[config.mk]
export PLATFORM = sky130hd
export DESIGN_NAME = dmem_ctrl
export DESIGN_NICKNAME = d
export VERILOG_FILES = /design/src/rtl/dmem_ctrl.sv
export SDC_FILE = /design/constraint.sdc
export NUM_CORES = 1
export LEC_CHECK = 0
export BUFFER_PORTS_ARGS = -buffer_cell sky130_fd_sc_hd__buf_2
export CAP_MARGIN = 20
export CORE_MARGIN = 1.5
export CORE_UTILIZATION = 53
export DETAILED_ROUTE_END_ITERATION = 12
export PLACE_DENSITY_LB_ADDON = 0.2
export SYNTH_ARGS = -nofsm -noshare
export SYNTH_HDL_FRONTEND = slang
export SYNTH_SLANG_ARGS = --single-unit
[constraint.sdc]
create_clock -name clk_in -period 3.85 [get_ports clk_in]
set_clock_uncertainty 0.15 [all_clocks]
set_input_delay 0.5775 -clock clk_in [delete_from_list [all_inputs] [get_ports clk_in]]
set_output_delay 0.5775 -clock clk_in [all_outputs]
set_load 0.01 [all_outputs]
[src/rtl/dmem_ctrl.sv]
// Data-memory responder: serialises loads/stores onto an 8-bit RAM bus.
// Optional misaligned-access trap: define DMEM_MISALIGN_CHK_EN.
module dmem_ctrl #(
  parameter int ADDR_WIDTH = 32
) (
  input  logic                  clk_in,
  input  logic                  rst_in,
  input  logic                  rdy_in,
  input  logic                  load_in,
  input  logic                  store_in,
  input  logic [ADDR_WIDTH-1:0] mem_addr_in,
  input  logic [31:0]           mem_val_in,
  input  logic [1:0]            size_in,
  input  logic                  unsigned_in,
  output logic [31:0]           rd_val_out,
  output logic                  done_out,
  output logic                  misalign_out,
  output logic                  stallreq_out,
  output logic [ADDR_WIDTH-1:0] ram_a_out,
  output logic [7:0]            ram_dout,
  output logic                  ram_wr_out,
  input  logic [7:0]            ram_din
);

  typedef enum logic [1:0] {
    IDLE,
    ACCESS,
    TAIL,
    DONE
  } state_t;

  state_t state, state_nx;

  logic [ADDR_WIDTH-1:0] addr_q;
  logic [31:0] data_q;
  logic [31:0] rdata_q;
  logic [1:0]  size_q;
  logic [1:0]  cnt_q;
  logic        uns_q;
  logic        st_q;
  logic        paused_q;
  logic [7:0]  hold_q;

  logic        req;
  logic        mis_req;
  logic [1:0]  last_idx;
  logic        last;
  logic        busy;
  logic        cap;
  logic [1:0]  cap_idx;
  logic [7:0]  din_eff;
  logic [31:0] ext;

  assign req = load_in | store_in;

`ifdef DMEM_MISALIGN_CHK_EN
  logic mis_q;
  assign mis_req = (size_in == 2'b01 && mem_addr_in[0])
                 | (size_in[1] && mem_addr_in[1:0] != 2'b00);
`else
  assign mis_req = 1'b0;
`endif

  always_comb begin
    last_idx = 2'd3;
    unique case (1'b1)
      size_q == 2'b00: last_idx = 2'd0;
      size_q == 2'b01: last_idx = 2'd1;
      size_q[1]:       last_idx = 2'd3;
    endcase
  end

  assign last    = cnt_q == last_idx;
  assign busy    = state == ACCESS || state == TAIL;
  assign cap     = (state == ACCESS && !st_q && cnt_q != 2'd0)
                 || state == TAIL;
  assign cap_idx = (state == TAIL) ? cnt_q : cnt_q - 2'd1;
  // The byte in flight when a pause begins is parked until the run resumes.
  assign din_eff = paused_q ? hold_q : ram_din;

  always_ff @(posedge clk_in) begin
    if (!rst_in) begin
      state    <= IDLE;
      addr_q   <= '0;
      data_q   <= '0;
      rdata_q  <= '0;
      size_q   <= '0;
      cnt_q    <= '0;
      uns_q    <= 1'b0;
      st_q     <= 1'b0;
      paused_q <= 1'b0;
      hold_q   <= '0;
`ifdef DMEM_MISALIGN_CHK_EN
      mis_q    <= 1'b0;
`endif
    end else begin
      paused_q <= ~rdy_in;
      if (!rdy_in && !paused_q)
        hold_q <= ram_din;
      if (rdy_in) begin
        state <= state_nx;
        if (state == IDLE && req) begin
          addr_q  <= mem_addr_in;
          data_q  <= mem_val_in;
          size_q  <= size_in;
          uns_q   <= unsigned_in;
          st_q    <= store_in;
          cnt_q   <= 2'd0;
          rdata_q <= '0;
`ifdef DMEM_MISALIGN_CHK_EN
          mis_q   <= mis_req;
`endif
        end
        if (state == ACCESS && !last)
          cnt_q <= cnt_q + 2'd1;
        if (cap)
          rdata_q[{cap_idx, 3'b000} +: 8] <= din_eff;
      end
    end
  end

  always_comb begin
    state_nx = state;
    if (rdy_in) begin
      unique case (state)
        IDLE:    if (req) state_nx = mis_req ? DONE : ACCESS;
        ACCESS:  if (last) state_nx = st_q ? DONE : TAIL;
        TAIL:    state_nx = DONE;
        DONE:    state_nx = IDLE;
        default: state_nx = IDLE;
      endcase
    end
  end

  always_comb begin
    ext = rdata_q;
    unique case (size_q)
      2'b00:   ext = {{24{~uns_q & rdata_q[7]}}, rdata_q[7:0]};
      2'b01:   ext = {{16{~uns_q & rdata_q[15]}}, rdata_q[15:0]};
      default: ext = rdata_q;
    endcase
  end

  always_comb begin
    ram_a_out    = '0;
    ram_dout     = 8'h00;
    ram_wr_out   = 1'b0;
    done_out     = 1'b0;
    stallreq_out = 1'b0;
    rd_val_out   = '0;
    misalign_out = 1'b0;
    if (rst_in) begin
      if (busy)
        ram_a_out = addr_q + ADDR_WIDTH'(cnt_q);
      if (state == ACCESS && st_q) begin
        ram_dout   = data_q[{cnt_q, 3'b000} +: 8];
        ram_wr_out = rdy_in;
      end
      done_out     = state == DONE;
      stallreq_out = (state == IDLE && req) || busy;
      if (state == DONE && !st_q)
        rd_val_out = ext;
`ifdef DMEM_MISALIGN_CHK_EN
      misalign_out = state == DONE && mis_q;
`endif
    end
  end

endmodule

==> impl_summary.log <==
INFO  metric status = complete, no violations
INFO  metric hold_start = mem_val_in[22]
INFO  metric rows = 37
INFO  metric worstPathMaxFanout = 9
INFO  metric fin_crit_sh = 92.3%
INFO  metric cpMaxStageDelayCell = sky130_fd_sc_hd__or4_1
INFO  metric asr_flop_ratio_synth = 0%
INFO  metric final_cell_area = 7160 µm²
INFO  metric final_max_slew_viol_count = 0
INFO  metric post_cts_hold_buffer_count = 0
INFO  metric core_area = 10500 µm²
INFO  metric cts-buffers-inserted = 17
INFO  metric met1_usage = 38.2%
INFO  metric startpoint_to_endpoint_class_of_the_critical_path = reg2out
INFO  metric seq_power_share = 40.0%
INFO  metric finalHoldWorstSlack = 147 ps
INFO  metric cts.repair.resized = 0
INFO  metric final-hold-violation-count = 0
INFO  metric met3_demand_to_capacity_share_in_global_routing = 8.11%
INFO  metric synth_compound_gate_area_share = 21.9%
INFO  metric tightestPinTransition = 954 ps
INFO  metric route.detailed.wl_per_inst = 15.5 µm
INFO  metric root_buffer = sky130_fd_sc_hd__clkbuf_8
INFO  metric clock.fmax = 281 MHz
INFO  metric grt_setup_unrepaired = no
INFO  metric worst-path-buf-inv = 1
INFO  metric global_route.peak_usage_layer = met2
INFO  metric list_of_cells_traversed_by_the_critical_path = ha_1, fa_1, and3_1, nand4_1, or4_1, a21oi_1, buf_2
INFO  metric synth_simple_gate_area_share = 23.7%
INFO  metric met2_usage = 43.5%
INFO  metric yosys.cell_types.count = 57
INFO  metric internal-power = 2.43 mW
INFO  metric drt_pre_antenna_iters = 5
INFO  metric clkLatencyLatePin = 510 ps
INFO  metric detailedPlacementHpwl = 11.0 mm
INFO  metric die-height = 108 µm
INFO  metric synthDominantCellAreaShare = 39.1%
INFO  metric critPathTopFamily = simple AND/OR/NAND/NOR gates
INFO  metric area.sequential = 2260 µm²
INFO  metric synth_flop_cell = sky130_fd_sc_hd__dfxtp_1
INFO  metric synth-seq-cells = 113
INFO  metric mappedNetlistNets = 835
INFO  metric buffer_depth_of_the_longest_clock_path = 2
INFO  metric syn-cell-area = 5790 µm²
INFO  metric synth.avg_cell_area = 7.78 µm²
INFO  metric crit_path_start = addr_q[0]$_SDFFE_PN0P_
INFO  metric routed_wirelength = 15.8 mm
INFO  metric synth_xor_xnor_area_share = 1.97%
INFO  metric route.antenna.remaining_nets = 0
INFO  metric worst_path_largest_cell_delay = 560 ps
INFO  metric design.die.area = 11600 µm²
INFO  metric gr-usage-all-layers = 28.1%
INFO  metric critical_path.startpoint_type = flip-flop
INFO  metric critical_path.endpoint_type = output pin
INFO  metric antenna_violations_before_repair = 2
INFO  metric power.share.combinational = 11.4%
INFO  metric first_pass_grt_wire_length = 25.7 mm
INFO  metric clockPowerShare = 48.5%
INFO  metric synthesis.yosys.warnings = 0
INFO  metric globalRouteOverflowTotal = 0
INFO  metric multiInputGateArea = 3190 µm²
INFO  metric synth-edff-count = 0
INFO  metric final_core_util = 68.5%
INFO  metric initialDrtViolationCount = 454
INFO  metric cellLeakagePower = 2.89 nW
INFO  metric synthAdderAreaFrac = 2.51%
INFO  metric drv.max_cap_violation_count = 0
INFO  metric final.fill_count = 918
INFO  metric grt_pass1_vias = 5297
INFO  metric timing.final.crit_period = 3560 ps
INFO  metric maxSlewHeadroom = 36.0%
INFO  metric io_buffers = 154
INFO  metric cts_setup_buffers = 0
INFO  metric clk_slew_on_worst_s_h_paths = 50 ps
INFO  metric grt_start_max_net_pins = 90
INFO  metric power.density_cell_area = 454 nW/µm²
INFO  metric worst_r2r_startpoint = cnt_q[0]$_SDFFE_PN0P_
INFO  metric synth.yosys.seq_area_share = 39.1%
INFO  metric vias_per_cell = 5.77
INFO  metric worst_ep_arrival_time = 2830 ps
INFO  metric clock-sinks = 113
INFO  metric boundaryPins = 156
INFO  metric final_layout_size_suffix_gt1_share = 24.3%
INFO  metric areaGrowthSynthToFinish = 23.7%
INFO  metric finish.net_count = 964
INFO  metric initial_utilization = 55.4%
INFO  metric synthDominantAreaCellType = sky130_fd_sc_hd__dfxtp_1
INFO  metric tns = 0 ps
INFO  metric die_width = 108 µm
INFO  metric dominant_combinational_cell_family_by_area_after_synthesis = simple AND/OR/NAND/NOR gates
INFO  metric data_required_time_of_the_critical_path = 3120 ps
INFO  metric setup-violations-final = 0
INFO  metric power.switching_fraction = 25.1%
INFO  metric power.ir.vdd_worst = 311 µV
INFO  metric synth_top_cells_by_area = sky130_fd_sc_hd__dfxtp_1 39%, sky130_fd_sc_hd__a21oi_1 11%, sky130_fd_sc_hd__nand2_1 11%
INFO  metric dpl-instance-area = 6570 µm²
INFO  metric hold_path.class = in2reg
INFO  metric number_of_diodes_added_for_antenna_fixing = 0
INFO  metric ctsHtreeMaxLevel = 4
INFO  metric synth.most_common_cell = sky130_fd_sc_hd__nand2_1
INFO  metric synth_common_cells = 164 x sky130_fd_sc_hd__nand2_1, 133 x sky130_fd_sc_hd__a21oi_1, 113 x sky130_fd_sc_hd__dfxtp_1, 40 x sky130_fd_sc_hd__clkbuf_1, 30 x sky130_fd_sc_hd__inv_1
INFO  metric power.net_switching = 817 µW
INFO  metric post-route-drc-count = 0
INFO  metric yosys-mux-area-fraction = 5.01%
INFO  metric vias = 5892
INFO  metric tritoncts_clock_tree = done
INFO  metric gpl.final_weighted_congestion = 0.886
INFO  metric post_synth_inst_count = 744
[layout by cell type, fill, tap and decap left out, types with 9 or more instances in the layout]
master	instances
sky130_fd_sc_hd__o211ai_1	9
sky130_fd_sc_hd__nand2_1	164
sky130_fd_sc_hd__clkbuf_16	16
sky130_fd_sc_hd__or4_1	10
sky130_fd_sc_hd__o21ai_0	23
sky130_fd_sc_hd__ha_1	10
sky130_fd_sc_hd__nor2_1	22
sky130_fd_sc_hd__o2bb2ai_1	20
sky130_fd_sc_hd__buf_2	154
sky130_fd_sc_hd__nand3_1	18
sky130_fd_sc_hd__and2_1	11
sky130_fd_sc_hd__nand4_1	17
sky130_fd_sc_hd__dfxtp_1	113
sky130_fd_sc_hd__inv_1	30
sky130_fd_sc_hd__a21oi_1	133
sky130_fd_sc_hd__o31ai_1	9
sky130_fd_sc_hd__nor2b_1	11
[routing by layer]
| layer | part of all wire [%] | wire (µm) | up-vias |
|---|---|---|---|
| li1 | - | - | 2884 |
| met1 | 44 | 7010 | 2737 |
| met2 | 46 | 7280 | 249 |
| met3 | 8.6 | 1360 | 20 |
| met4 | 0.95 | 151 | 2 |
| met5 | 0.076 | 12 | - |
[path summary, 6_finish.rpt]
path / endpoint / slack [ps] / depth (start not counted)
max reg2reg: rdata_q[18]$_SDFFE_PN0P_ / 1010 / 8
max: ram_a_out[28] / 290 / 7
min reg2reg: data_q[22]$_SDFFE_PN0P_ / 300 / 2
min: data_q[22]$_SDFFE_PN0P_ / 150 / 3
[power by group through the flow]
stage | Sequential [mW] | Combinational, mW | Clock [mW]
after floorplan | 1.30 | 0.267 | 0
after global placement | 1.32 | 0.355 | 0
after detailed placement | 1.32 | 0.365 | 0
after CTS | 1.30 | 0.369 | 1.60
after global routing | 1.31 | 0.414 | 1.65
final | 1.30 | 0.372 | 1.58
[cell families after synthesis]
family                   after synthesis
buffers and inverters                 82
flip-flops                           113
other                                  1
AND/OR/NAND/NOR                      290
AO/OA/AOI/OAI                        216
XOR/XNOR                              13
multiplexers                          18
adder cells (fa/ha/maj)               11
[sequential cells by signal, indices dropped and copies added (netlist names)]
name / flops
addr_q: 32
cnt_q: 2
data_q: 32
hold_q: 8
paused_q: 1
rdata_q: 32
size_q: 2
st_q: 1
state: 2
uns_q: 1
[final cells by class]
cell class	instances	share of cell area, %
multi-input combinational	549	44.6
clock inverter	11	2.27
timing repair buffer	161	11.5
clock buffer	20	6.08
tap	136	2.38
sequential	113	31.6
inverter	31	1.62
[stage by stage]
step	std cells	total power [mW]	worst slack, ps
after global placement	990	1.67	941
after floorplan	744	1.56	967
after global routing	1021	3.38	45.1
after CTS	1021	3.26	296
final	1021	3.25	295
after detailed placement	990	1.69	811
[worst reg2reg max path, delay by kind of cell, from the launching register on]
family / cells / cell delay, ps
AND/OR/NAND/NOR: 3 / 1030
buffers and inverters: 2 / 390
flip-flops: 1 / 330
AO/OA/AOI/OAI: 1 / 220
adder cells (fa/ha/maj): 2 / 650
No activity file was read; power rests on OpenSTA's default activity.
